**config.mk**
```make
export PLATFORM = sky130hd
export DESIGN_NAME = result_serializer
export DESIGN_NICKNAME = d
export VERILOG_FILES = /design/src/rtl/result_serializer.sv
export SDC_FILE = /design/constraint.sdc
export NUM_CORES = 1
export LEC_CHECK = 0
export ABC_AREA = 1
export CAP_MARGIN = 20
export CORE_MARGIN = 4
export CORE_UTILIZATION = 55
export DETAILED_ROUTE_END_ITERATION = 10
export DONT_BUFFER_PORTS = 1
export MAX_ROUTING_LAYER = met4
export PLACE_DENSITY = 0.82
export SETUP_SLACK_MARGIN = 0.02
export SLEW_MARGIN = 10
export SYNTH_ARGS = -nofsm -noshare
export SYNTH_HDL_FRONTEND = slang
export SYNTH_SLANG_ARGS = --single-unit
```
**constraint.sdc**
```tcl
create_clock -name clk -period 1.5 [get_ports clk]
set_input_delay 0.3 -clock clk [delete_from_list [all_inputs] [get_ports clk]]
set_output_delay 0.3 -clock clk [all_outputs]
set_load 0.02 [all_outputs]
```
**src/rtl/result_serializer.sv**
```systemverilog
// result_serializer
// Holds a captured result, streams it byte-wise to a UART transmitter over a
// valid/ready handshake, and independently converts the (saturated) held value
// to packed BCD for a numeric display using a bit-serial double-dabble engine.

module result_serializer #(
  parameter int DATA_W     = 32,
  parameter int BCD_DIGITS = 8,
  parameter bit MSB_FIRST  = 1'b0
) (
  input  logic                    clk,
  input  logic                    reset,
  input  logic                    capture,
  input  logic [DATA_W-1:0]       result_data,
  input  logic                    disp_mode,
  input  logic                    start,
  input  logic                    tx_ready,
  output logic                    tx_valid,
  output logic [7:0]              tx_data,
  output logic                    busy,
  output logic                    done,
  output logic [4*BCD_DIGITS-1:0] bcd_out,
  output logic                    bcd_valid,
  output logic                    en_disp
);

  localparam int NB    = DATA_W / 8;
  localparam int IDX_W = (NB > 1) ? $clog2(NB) : 1;
  localparam int BW    = 4 * BCD_DIGITS;
  localparam int CNT_W = $clog2(DATA_W) + 1;
  // 65 bits holds both 2^64-1 and 10^16-1, so the saturation compare never wraps.
  localparam int CW    = 65;

  localparam logic [IDX_W-1:0] IDX_FIRST = MSB_FIRST ? IDX_W'(NB - 1) : IDX_W'(0);
  localparam logic [IDX_W-1:0] IDX_LAST  = MSB_FIRST ? IDX_W'(0) : IDX_W'(NB - 1);
  localparam logic [CNT_W-1:0] CNT_LAST  = CNT_W'(DATA_W - 1);

  // 10^digits - 1, evaluated at elaboration time.
  function automatic logic [CW-1:0] calc_limit(input int digits);
    logic [CW-1:0] p;
    p = 65'd1;
    for (int i = 0; i < digits; i++) begin
      p = p * 65'd10;
    end
    return p - 65'd1;
  endfunction

  localparam logic [CW-1:0] LIM = calc_limit(BCD_DIGITS);

  // Clamp the held value to the largest number the display can show.
  function automatic logic [DATA_W-1:0] saturate(input logic [DATA_W-1:0] v);
    logic [CW-1:0] wide;
    wide = {{(CW - DATA_W){1'b0}}, v};
    if (wide > LIM) begin
      return LIM[DATA_W-1:0];
    end else begin
      return v;
    end
  endfunction

  // One double-dabble step: add 3 to every digit >= 5, then shift in the next bit.
  function automatic logic [BW-1:0] dabble_step(input logic [BW-1:0] acc, input logic bit_in);
    logic [BW-1:0] adj;
    adj = acc;
    for (int d = 0; d < BCD_DIGITS; d++) begin
      if (adj[4*d +: 4] >= 4'd5) begin
        adj[4*d +: 4] = adj[4*d +: 4] + 4'd3;
      end else begin
        adj[4*d +: 4] = adj[4*d +: 4];
      end
    end
    return {adj[BW-2:0], bit_in};
  endfunction

  typedef enum logic [1:0] {
    S_IDLE = 2'd0,
    S_SEND = 2'd1,
    S_DONE = 2'd2
  } state_t;

  // Transmit FSM and its registered outputs
  state_t             state_q, state_d;
  logic [IDX_W-1:0]   idx_q, idx_d;
  logic               tx_valid_q, tx_valid_d;
  logic [7:0]         tx_data_q, tx_data_d;
  logic               busy_q, busy_d;
  logic               done_q, done_d;

  // Held result
  logic [DATA_W-1:0]  hold_q, hold_d;
  logic               en_disp_q, en_disp_d;

  // Conversion engine
  logic               load_q, load_d;
  logic               conv_act_q, conv_act_d;
  logic [DATA_W-1:0]  shift_q, shift_d;
  logic [BW-1:0]      acc_q, acc_d;
  logic [CNT_W-1:0]   cnt_q, cnt_d;
  logic [BW-1:0]      bcd_q, bcd_d;
  logic               bcd_valid_q, bcd_valid_d;

  logic               capture_ok_s;
  logic               transfer_s;
  logic [BW-1:0]      step_acc_s;
  logic [7:0]         byte_s [NB];

  // A capture is only honoured while no transmission is using the hold register.
  assign capture_ok_s = capture & ~busy_q;
  assign transfer_s   = tx_valid_q & tx_ready;
  assign step_acc_s   = dabble_step(acc_q, shift_q[DATA_W-1]);

  for (genvar g = 0; g < NB; g++) begin : g_bytes
    assign byte_s[g] = hold_q[8*g +: 8];
  end

  // Next-state and next-output logic of the transmit FSM.
  always_comb begin
    state_d = state_q;
    idx_d   = idx_q;
    case (state_q)
      S_IDLE: begin
        // A simultaneous capture wins; the start request is dropped.
        if (start && !capture) begin
          state_d = S_SEND;
          idx_d   = IDX_FIRST;
        end else begin
          state_d = S_IDLE;
        end
      end
      S_SEND: begin
        if (transfer_s) begin
          if (idx_q == IDX_LAST) begin
            state_d = S_DONE;
          end else if (MSB_FIRST) begin
            idx_d = idx_q - IDX_W'(1);
          end else begin
            idx_d = idx_q + IDX_W'(1);
          end
        end else begin
          state_d = S_SEND;
        end
      end
      S_DONE: begin
        state_d = S_IDLE;
      end
      default: begin
        state_d = S_IDLE;
      end
    endcase

    // Outputs are registered, so they are computed from the next state.
    tx_valid_d = (state_d == S_SEND);
    if (state_d == S_SEND) begin
      tx_data_d = byte_s[idx_d];
    end else begin
      tx_data_d = 8'h00;
    end
    busy_d = (state_d != S_IDLE);
    done_d = (state_d == S_DONE);
  end

  // Transmit FSM state and output registers.
  always_ff @(posedge clk) begin
    if (reset) begin
      state_q    <= S_IDLE;
      idx_q      <= IDX_W'(0);
      tx_valid_q <= 1'b0;
      tx_data_q  <= 8'h00;
      busy_q     <= 1'b0;
      done_q     <= 1'b0;
    end else begin
      state_q    <= state_d;
      idx_q      <= idx_d;
      tx_valid_q <= tx_valid_d;
      tx_data_q  <= tx_data_d;
      busy_q     <= busy_d;
      done_q     <= done_d;
    end
  end

  // Hold register and display enable load on an accepted capture.
  always_comb begin
    hold_d    = hold_q;
    en_disp_d = en_disp_q;
    if (capture_ok_s) begin
      hold_d    = result_data;
      en_disp_d = disp_mode;
    end else begin
      hold_d    = hold_q;
      en_disp_d = en_disp_q;
    end
  end

  // Hold register and display enable storage.
  always_ff @(posedge clk) begin
    if (reset) begin
      hold_q    <= '0;
      en_disp_q <= 1'b0;
    end else begin
      hold_q    <= hold_d;
      en_disp_q <= en_disp_d;
    end
  end

  // Conversion sequencing: capture arms a load, the load edge snapshots the
  // saturated value, then DATA_W shift steps; only the last step publishes.
  always_comb begin
    load_d      = load_q;
    conv_act_d  = conv_act_q;
    shift_d     = shift_q;
    acc_d       = acc_q;
    cnt_d       = cnt_q;
    bcd_d       = bcd_q;
    bcd_valid_d = bcd_valid_q;
    if (capture_ok_s) begin
      // New value: abandon any running conversion, keep the old bcd_out shown.
      load_d      = 1'b1;
      conv_act_d  = 1'b0;
      bcd_valid_d = 1'b0;
    end else if (load_q) begin
      load_d     = 1'b0;
      conv_act_d = 1'b1;
      shift_d    = saturate(hold_q);
      acc_d      = '0;
      cnt_d      = CNT_W'(0);
    end else if (conv_act_q) begin
      acc_d   = step_acc_s;
      shift_d = {shift_q[DATA_W-2:0], 1'b0};
      cnt_d   = cnt_q + CNT_W'(1);
      if (cnt_q == CNT_LAST) begin
        conv_act_d  = 1'b0;
        bcd_d       = step_acc_s;
        bcd_valid_d = 1'b1;
      end else begin
        conv_act_d  = 1'b1;
      end
    end else begin
      conv_act_d = 1'b0;
    end
  end

  // Conversion engine registers.
  always_ff @(posedge clk) begin
    if (reset) begin
      load_q      <= 1'b0;
      conv_act_q  <= 1'b0;
      shift_q     <= '0;
      acc_q       <= '0;
      cnt_q       <= CNT_W'(0);
      bcd_q       <= '0;
      bcd_valid_q <= 1'b0;
    end else begin
      load_q      <= load_d;
      conv_act_q  <= conv_act_d;
      shift_q     <= shift_d;
      acc_q       <= acc_d;
      cnt_q       <= cnt_d;
      bcd_q       <= bcd_d;
      bcd_valid_q <= bcd_valid_d;
    end
  end

  assign tx_valid  = tx_valid_q;
  assign tx_data   = tx_data_q;
  assign busy      = busy_q;
  assign done      = done_q;
  assign bcd_out   = bcd_q;
  assign bcd_valid = bcd_valid_q;
  assign en_disp   = en_disp_q;

endmodule

```
* Word level (Yosys, flattened, before mapping)
Index checks and enable logic that the tools add are counted.
** Storage, ports and cells
- Register bits :: 153
- Input port bits :: 38
- Output and inout port bits :: 45
- Logic and storage cells :: 87
** Operators by class
- Add/subtract/negate cells :: 10
- Magnitude comparators :: 10
- Eq/ne operators :: 5
- Mux-type cells :: 30
- Bitwise gates (word level) :: 7
- Reduce and logical (&&, ||, !) cells :: 10
** Operators with widths (number)
- 32-bit two-way mux :: 5
- 4-bit by 3-bit >= comparator with 1-bit output (second input constant) :: 8
- 32-bit by 27-bit greater-than comparator with 1-bit output (second input constant) :: 1
- 4-bit by 2-bit adder with 4-bit output (second input constant) :: 7
- 4-bit two-way mux :: 7
- 8-bit binary-select mux with 2-bit select :: 1
- 8-bit two-way mux :: 2
- 6-bit two-way mux :: 2
- 2-bit two-way mux :: 5
- 2-bit case mux with 2 select lines :: 2
- 6-bit by 1-bit adder with 6-bit output (second input constant) :: 1
- 6-bit by 5-bit equality test with 1-bit output (second input constant) :: 1
- 1-bit two-way mux :: 5
- 2-bit by 1-bit equality test with 1-bit output (second input constant) :: 2
- 2-bit equality test (second input constant) :: 2
- 1-bit inverter :: 4
- 4-bit AND reduction :: 1
- 2-bit nonzero test :: 2
- 2-bit OR reduction :: 2
- 3-bit by 2-bit adder with 3-bit output (second input constant) :: 1
- 3-bit >= comparator (second input constant) :: 1
- 3-bit two-way mux :: 1
- 2-bit inverter with 3-bit output :: 1
- 3-bit AND reduction :: 1
- 6 further kinds :: 7

* Longest topological paths before layout
- Depth in word-level cells :: 8
- Mapped depth :: 12
- Depth with buffers taken out :: 11

* Worst setup path after synthesis
OpenSTA, ideal clock, no wires.
- Path kind :: reg-to-reg
- Start point :: register tx_valid_q (netlist: tx_valid)
- End point :: register tx_data_q[6] (netlist: tx_data[6])
- Setup time :: 0.070 ns
- Data arrival time :: 1.464 ns
- Required time :: 1.430 ns
- Slack :: -0.034 ns
- Stages on the path, launching flop included :: 10
- Path buffers :: 1
- Clock period less this slack :: 1.534 ns
- Cell sequence :: dfxtp_1 nand2_1 inv_1 nand2_1 a21oi_4 nand2_2 buf_4 nand2_1 nand3_1 a21oi_1
** Between the ends
- Word-level cells in the longest chain between the ends :: 7
- Elaborated cells on any way between the ends :: 12
- Those cells by class :: eq/ne (1); mux (7); bitwise (3); reduce/logical (1)
** RTL lines
- start, declared :: line 84 : logic tx_valid_q, tx_valid_d;
- start signal, assigned :: line 174 : tx_valid_q <= tx_valid_d;
- 1-bit bitwise AND * :: line 109 : assign transfer_s = tx_valid_q & tx_ready;
- 2-bit two-way mux :: line 131 : if (transfer_s) begin
- 2-bit case mux with 2 select lines :: line 120 : case (state_q)
- 2-bit inverter with 3-bit output (not written as such) :: line 154 : tx_data_d = byte_s[idx_d];
- 8-bit binary-select mux with 2-bit select :: line 154
- 8-bit two-way mux (not written as such) (2 in series) :: line 154
- end signal, assigned :: line 175 : tx_data_q <= tx_data_d;
- end, declared :: line 85 : logic [7:0] tx_data_q, tx_data_d;
Every way passes the cells marked *; elsewhere a longest branch is shown, timed or not. The select of a mux whose other input is x is not followed.
A chain may end at the register's enable or synchronous reset.

* Worst setup path after layout
- Start point :: register cnt_q[0]
- End point :: register bcd_q[12] (netlist: bcd_out[12])
** Between the ends
- Word-level cells in the longest chain between the ends :: 2
** RTL lines
- start, declared :: line 98 : logic [CNT_W-1:0] cnt_q, cnt_d;
- start signal, assigned :: line 257 : cnt_q <= cnt_d;
- 6-bit by 5-bit equality test with 1-bit output :: line 230 : if (cnt_q == CNT_LAST) begin
- 4-bit AND reduction (no source line)
- end signal, assigned :: line 250 : bcd_q <= '0;
- end signal, assigned :: line 258 : bcd_q <= bcd_d;
- end, declared :: line 99 : logic [BW-1:0] bcd_q, bcd_d;
Every way passes these cells.

==> out/results.txt <==
Result of the run = complete, but fails checks
Violations in the final reports = negative setup slack
Root Driver = sky130_fd_sc_hd__clkbuf_16
Clock Pin Slew Worst Setup and Hold Paths = 60 ps
Maximum operating frequency = 630 MHz
Total detailed-routing wirelength = 21100 µm
Highest fanout seen on the critical path = 6
Effective utilization at floorplan = 56.9%
Sum of overflow across all layers after global routing = 0
First drt pass iteration count = 6
Place WS = -72.3 ps
Multi-input logic area = 0.00366 mm²
Net count of the mapped netlist = 1016
Via density per instance = 5.76
Distinct cell type count of the synthesized netlist = 38
Final Max Slew Viols = 0
Final setup violating endpoints = 28
Final hold violations = 0
Post-synth ARST share = 0%
Bufs and invs on worst path = 2
Hold path start = result_data[3]
#FFs+latches synth = 153
Least setup slack across all paths after layout = -86.2 ps
Combined area of all synthesized cells = 0.00693 mm²
Type of element launching the critical path = flop
WS Path Type = flop to flop
Maximum number of pins on one net before global-route repair = 55
DPL Wire Length = 10200 µm
CTS Sinks = 153
Buffers added on ports = 0
Maximum clock skew at final layout = 13.6 ps
Endpoint type of the worst setup path = flop
Fill cells = 765
Number of instances in the synthesized netlist = 961
Worst VDD drop = 1.09 mV
Worst path slowest cell = sky130_fd_sc_hd__dfxtp_2
FF-to-FF Start = cnt_q[0]
Leading post-synthesis cells by instance count = 196 x sky130_fd_sc_hd__nand2_1, 153 x sky130_fd_sc_hd__dfxtp_1, 113 x sky130_fd_sc_hd__nor2_1, 103 x sky130_fd_sc_hd__inv_1, 97 x sky130_fd_sc_hd__o21ai_0
Ys flop type = sky130_fd_sc_hd__dfxtp_1
Setup total negative slack = -1070 ps
Global-route wire length before repair = 29400 µm
Drt drc = 0
Area Overhead vs Synth = 30.6%
Top-count cell post-synth = sky130_fd_sc_hd__nand2_1
Core Region = 0.0122 mm²
Cells taking the most area after synthesis = sky130_fd_sc_hd__dfxtp_1 44%, sky130_fd_sc_hd__nand2_1 11%, sky130_fd_sc_hd__o21ai_0 7.0%
Global Route Usage Sum = 25.6%
WL per Instance = 17.4 µm
Placer Congestion = 0.961
Portion of synthesized cell area occupied by the leading cell type = 44.2%
Largest area contributor in the netlist = sky130_fd_sc_hd__dfxtp_1
Number of ports placed on the die boundary = 83
Seq. cell area = 0.00310 mm²
Number of synthesized flops with an enable pin = 0
Die footprint = 0.0145 mm²
Final instance area = 0.00904 mm²
Number of antenna-violating nets in the routed design = 0
Post-placement cell area = 0.00723 mm²
Power density cells = 1090 mW/mm²
Clock tree from TritonCTS = yes
Required time of the critical path = 1870 ps
Clock Path Buffers = 2
Setup repair after global routing missed its margin = true
Count of max-cap constraint violations = 0
Layout cells sized above 1 = 26.8%
DIE WIDTH = 120 µm
Type of the worst min-delay path = input port to flop
Worst hold margin = 1.42 ps
CP arrival = 1960 ps
Longest individual stage delay on the worst path = 360 ps
List of cells traversed by the critical path = ha_4 -> nand2_4 -> nor3_4 -> nand3_2 -> nor2_4 -> buf_8 -> buf_12 -> o21ai_1 -> nor2_1
DRT iter0 DRCs = 731
Fin crit period = 1590 ps
Seq/Total Area, Yosys = 44.2%
Number of H-tree levels = 4
Total clock buffers created by CTS = 17
Relative slew slack = 68.5%
Antenna violations before repair = 0
Overall via count from detail_route = 6991
Origin of the worst setup path = cnt_q[0]
Transition time at the pin with the least slew margin = 468 ps
Post-Synthesis Mean Instance Area = 7.21 µm²
Post-layout util = 74.4%
Via count of the first global-routing pass = 6211
Share of the clock period used by the worst path after layout = 106%
Net total in the final layout = 1087
# rows = 40
Kind of cell adding the most delay to the critical path = simple AND/OR/NAND/NOR gates
Number of warning messages in the yosys log = 0
LEAKAGE = 3.77 nW
Die Height = 120 µm
Antenna diode count = 0
Source-to-sink clock delay at the later pin of the worst-skew pair = 440 ps
[repair_timing]
action,in CTS,in global routing
hold endpoints to repair,78,0
gates cloned,3,3
setup buffers,5,26
hold buffers,26,0
gates resized for setup,50,164
endpoints found under the setup margin,36,96
pin swaps,12,52
[sequential cells by signal (all words and copies together), names as in the netlist]
signal / count
hold_q: 32
busy: 1
bcd_valid: 1
shift_q: 32
tx_valid: 1
cnt_q: 6
conv_act_q: 1
tx_data: 8
idx_q: 2
done: 1
bcd_out: 32
load_q: 1
acc_q: 32
state_q: 2
en_disp: 1
[power breakdown]
part           total (W)  switching (W)  internal, W
logic           0.000982       0.000598     0.000384
registers        0.00429      0.0000969      0.00419
clock network    0.00454        0.00183      0.00272
total            0.00982        0.00252      0.00730
[layout by cell type (no fill, tap or decap), types with 11 or more instances in the layout]
| master | count |
|---|---|
| sky130_fd_sc_hd__nand2_1 | 169 |
| sky130_fd_sc_hd__dfxtp_1 | 128 |
| sky130_fd_sc_hd__nor2_1 | 101 |
| sky130_fd_sc_hd__inv_1 | 88 |
| sky130_fd_sc_hd__o21ai_0 | 73 |
| sky130_fd_sc_hd__a21oi_1 | 62 |
| sky130_fd_sc_hd__buf_4 | 48 |
| sky130_fd_sc_hd__nand2_2 | 35 |
| sky130_fd_sc_hd__nand3_1 | 26 |
| sky130_fd_sc_hd__inv_2 | 25 |
| sky130_fd_sc_hd__dlygate4sd3_1 | 25 |
| sky130_fd_sc_hd__nor3_1 | 22 |
| sky130_fd_sc_hd__dfxtp_2 | 22 |
| sky130_fd_sc_hd__clkbuf_16 | 18 |
| sky130_fd_sc_hd__a21oi_2 | 17 |
| sky130_fd_sc_hd__nor2_2 | 12 |
| sky130_fd_sc_hd__nand3_2 | 12 |
| sky130_fd_sc_hd__o21ai_1 | 12 |
| sky130_fd_sc_hd__ha_1 | 12 |
| sky130_fd_sc_hd__o21ai_2 | 11 |
[metal layers]
| metal | track usage, % | wire length, µm | part of all wire [%] | up-vias |
|---|---|---|---|---|
| li1 | - | - | - | 3228 |
| met1 | 29.6 | 7820 | 37 | 3215 |
| met2 | 42.5 | 10500 | 50 | 426 |
| met3 | 6.13 | 1640 | 7.8 | 122 |
| met4 | 11.4 | 1100 | 5.2 | 0 |
| met5 | - | 0 | 0 | - |
[logic make-up (layout without fill, tap and decap cells)]
logic type               count (synthesis)  in the layout  synth area share, %
AND/OR/NAND/NOR                        419            420                 26.3
buffers and inverters                  161            244                 9.63
adder cells (fa/ha/maj)                 17             17                 3.07
AO/OA/AOI/OAI                          198            198                 15.1
flip-flops                             153            153                 44.2
XOR/XNOR                                13             13                 1.64
[area by class of cell]
class | instances | area share [%]
clock buffers | 19 | 5.01
clock inverters | 13 | 1.87
inverters | 117 | 5.15
multi-input cells | 648 | 40.5
flip-flops and latches | 153 | 34.3
well taps | 168 | 2.32
repair buffers | 94 | 10.8
repair inverters | 1 | 0.0830
[through the flow]
stage,power [W],std cells
finish,0.00982,1213
global route,0.0101,1213
CTS,0.00955,1186
detailed placement,0.00502,1121
global placement,0.00501,1121
floorplan,0.00488,961
[final timing paths]
check	depth (start not counted)	endpoint	slack [ps]
max reg2reg	9	bcd_out[12]	-90
max	9	bcd_out[12]	-90
min	2	hold_q[3]	1
min reg2reg	2	shift_q[28]	470
No activity file was read; power rests on OpenSTA's default activity.
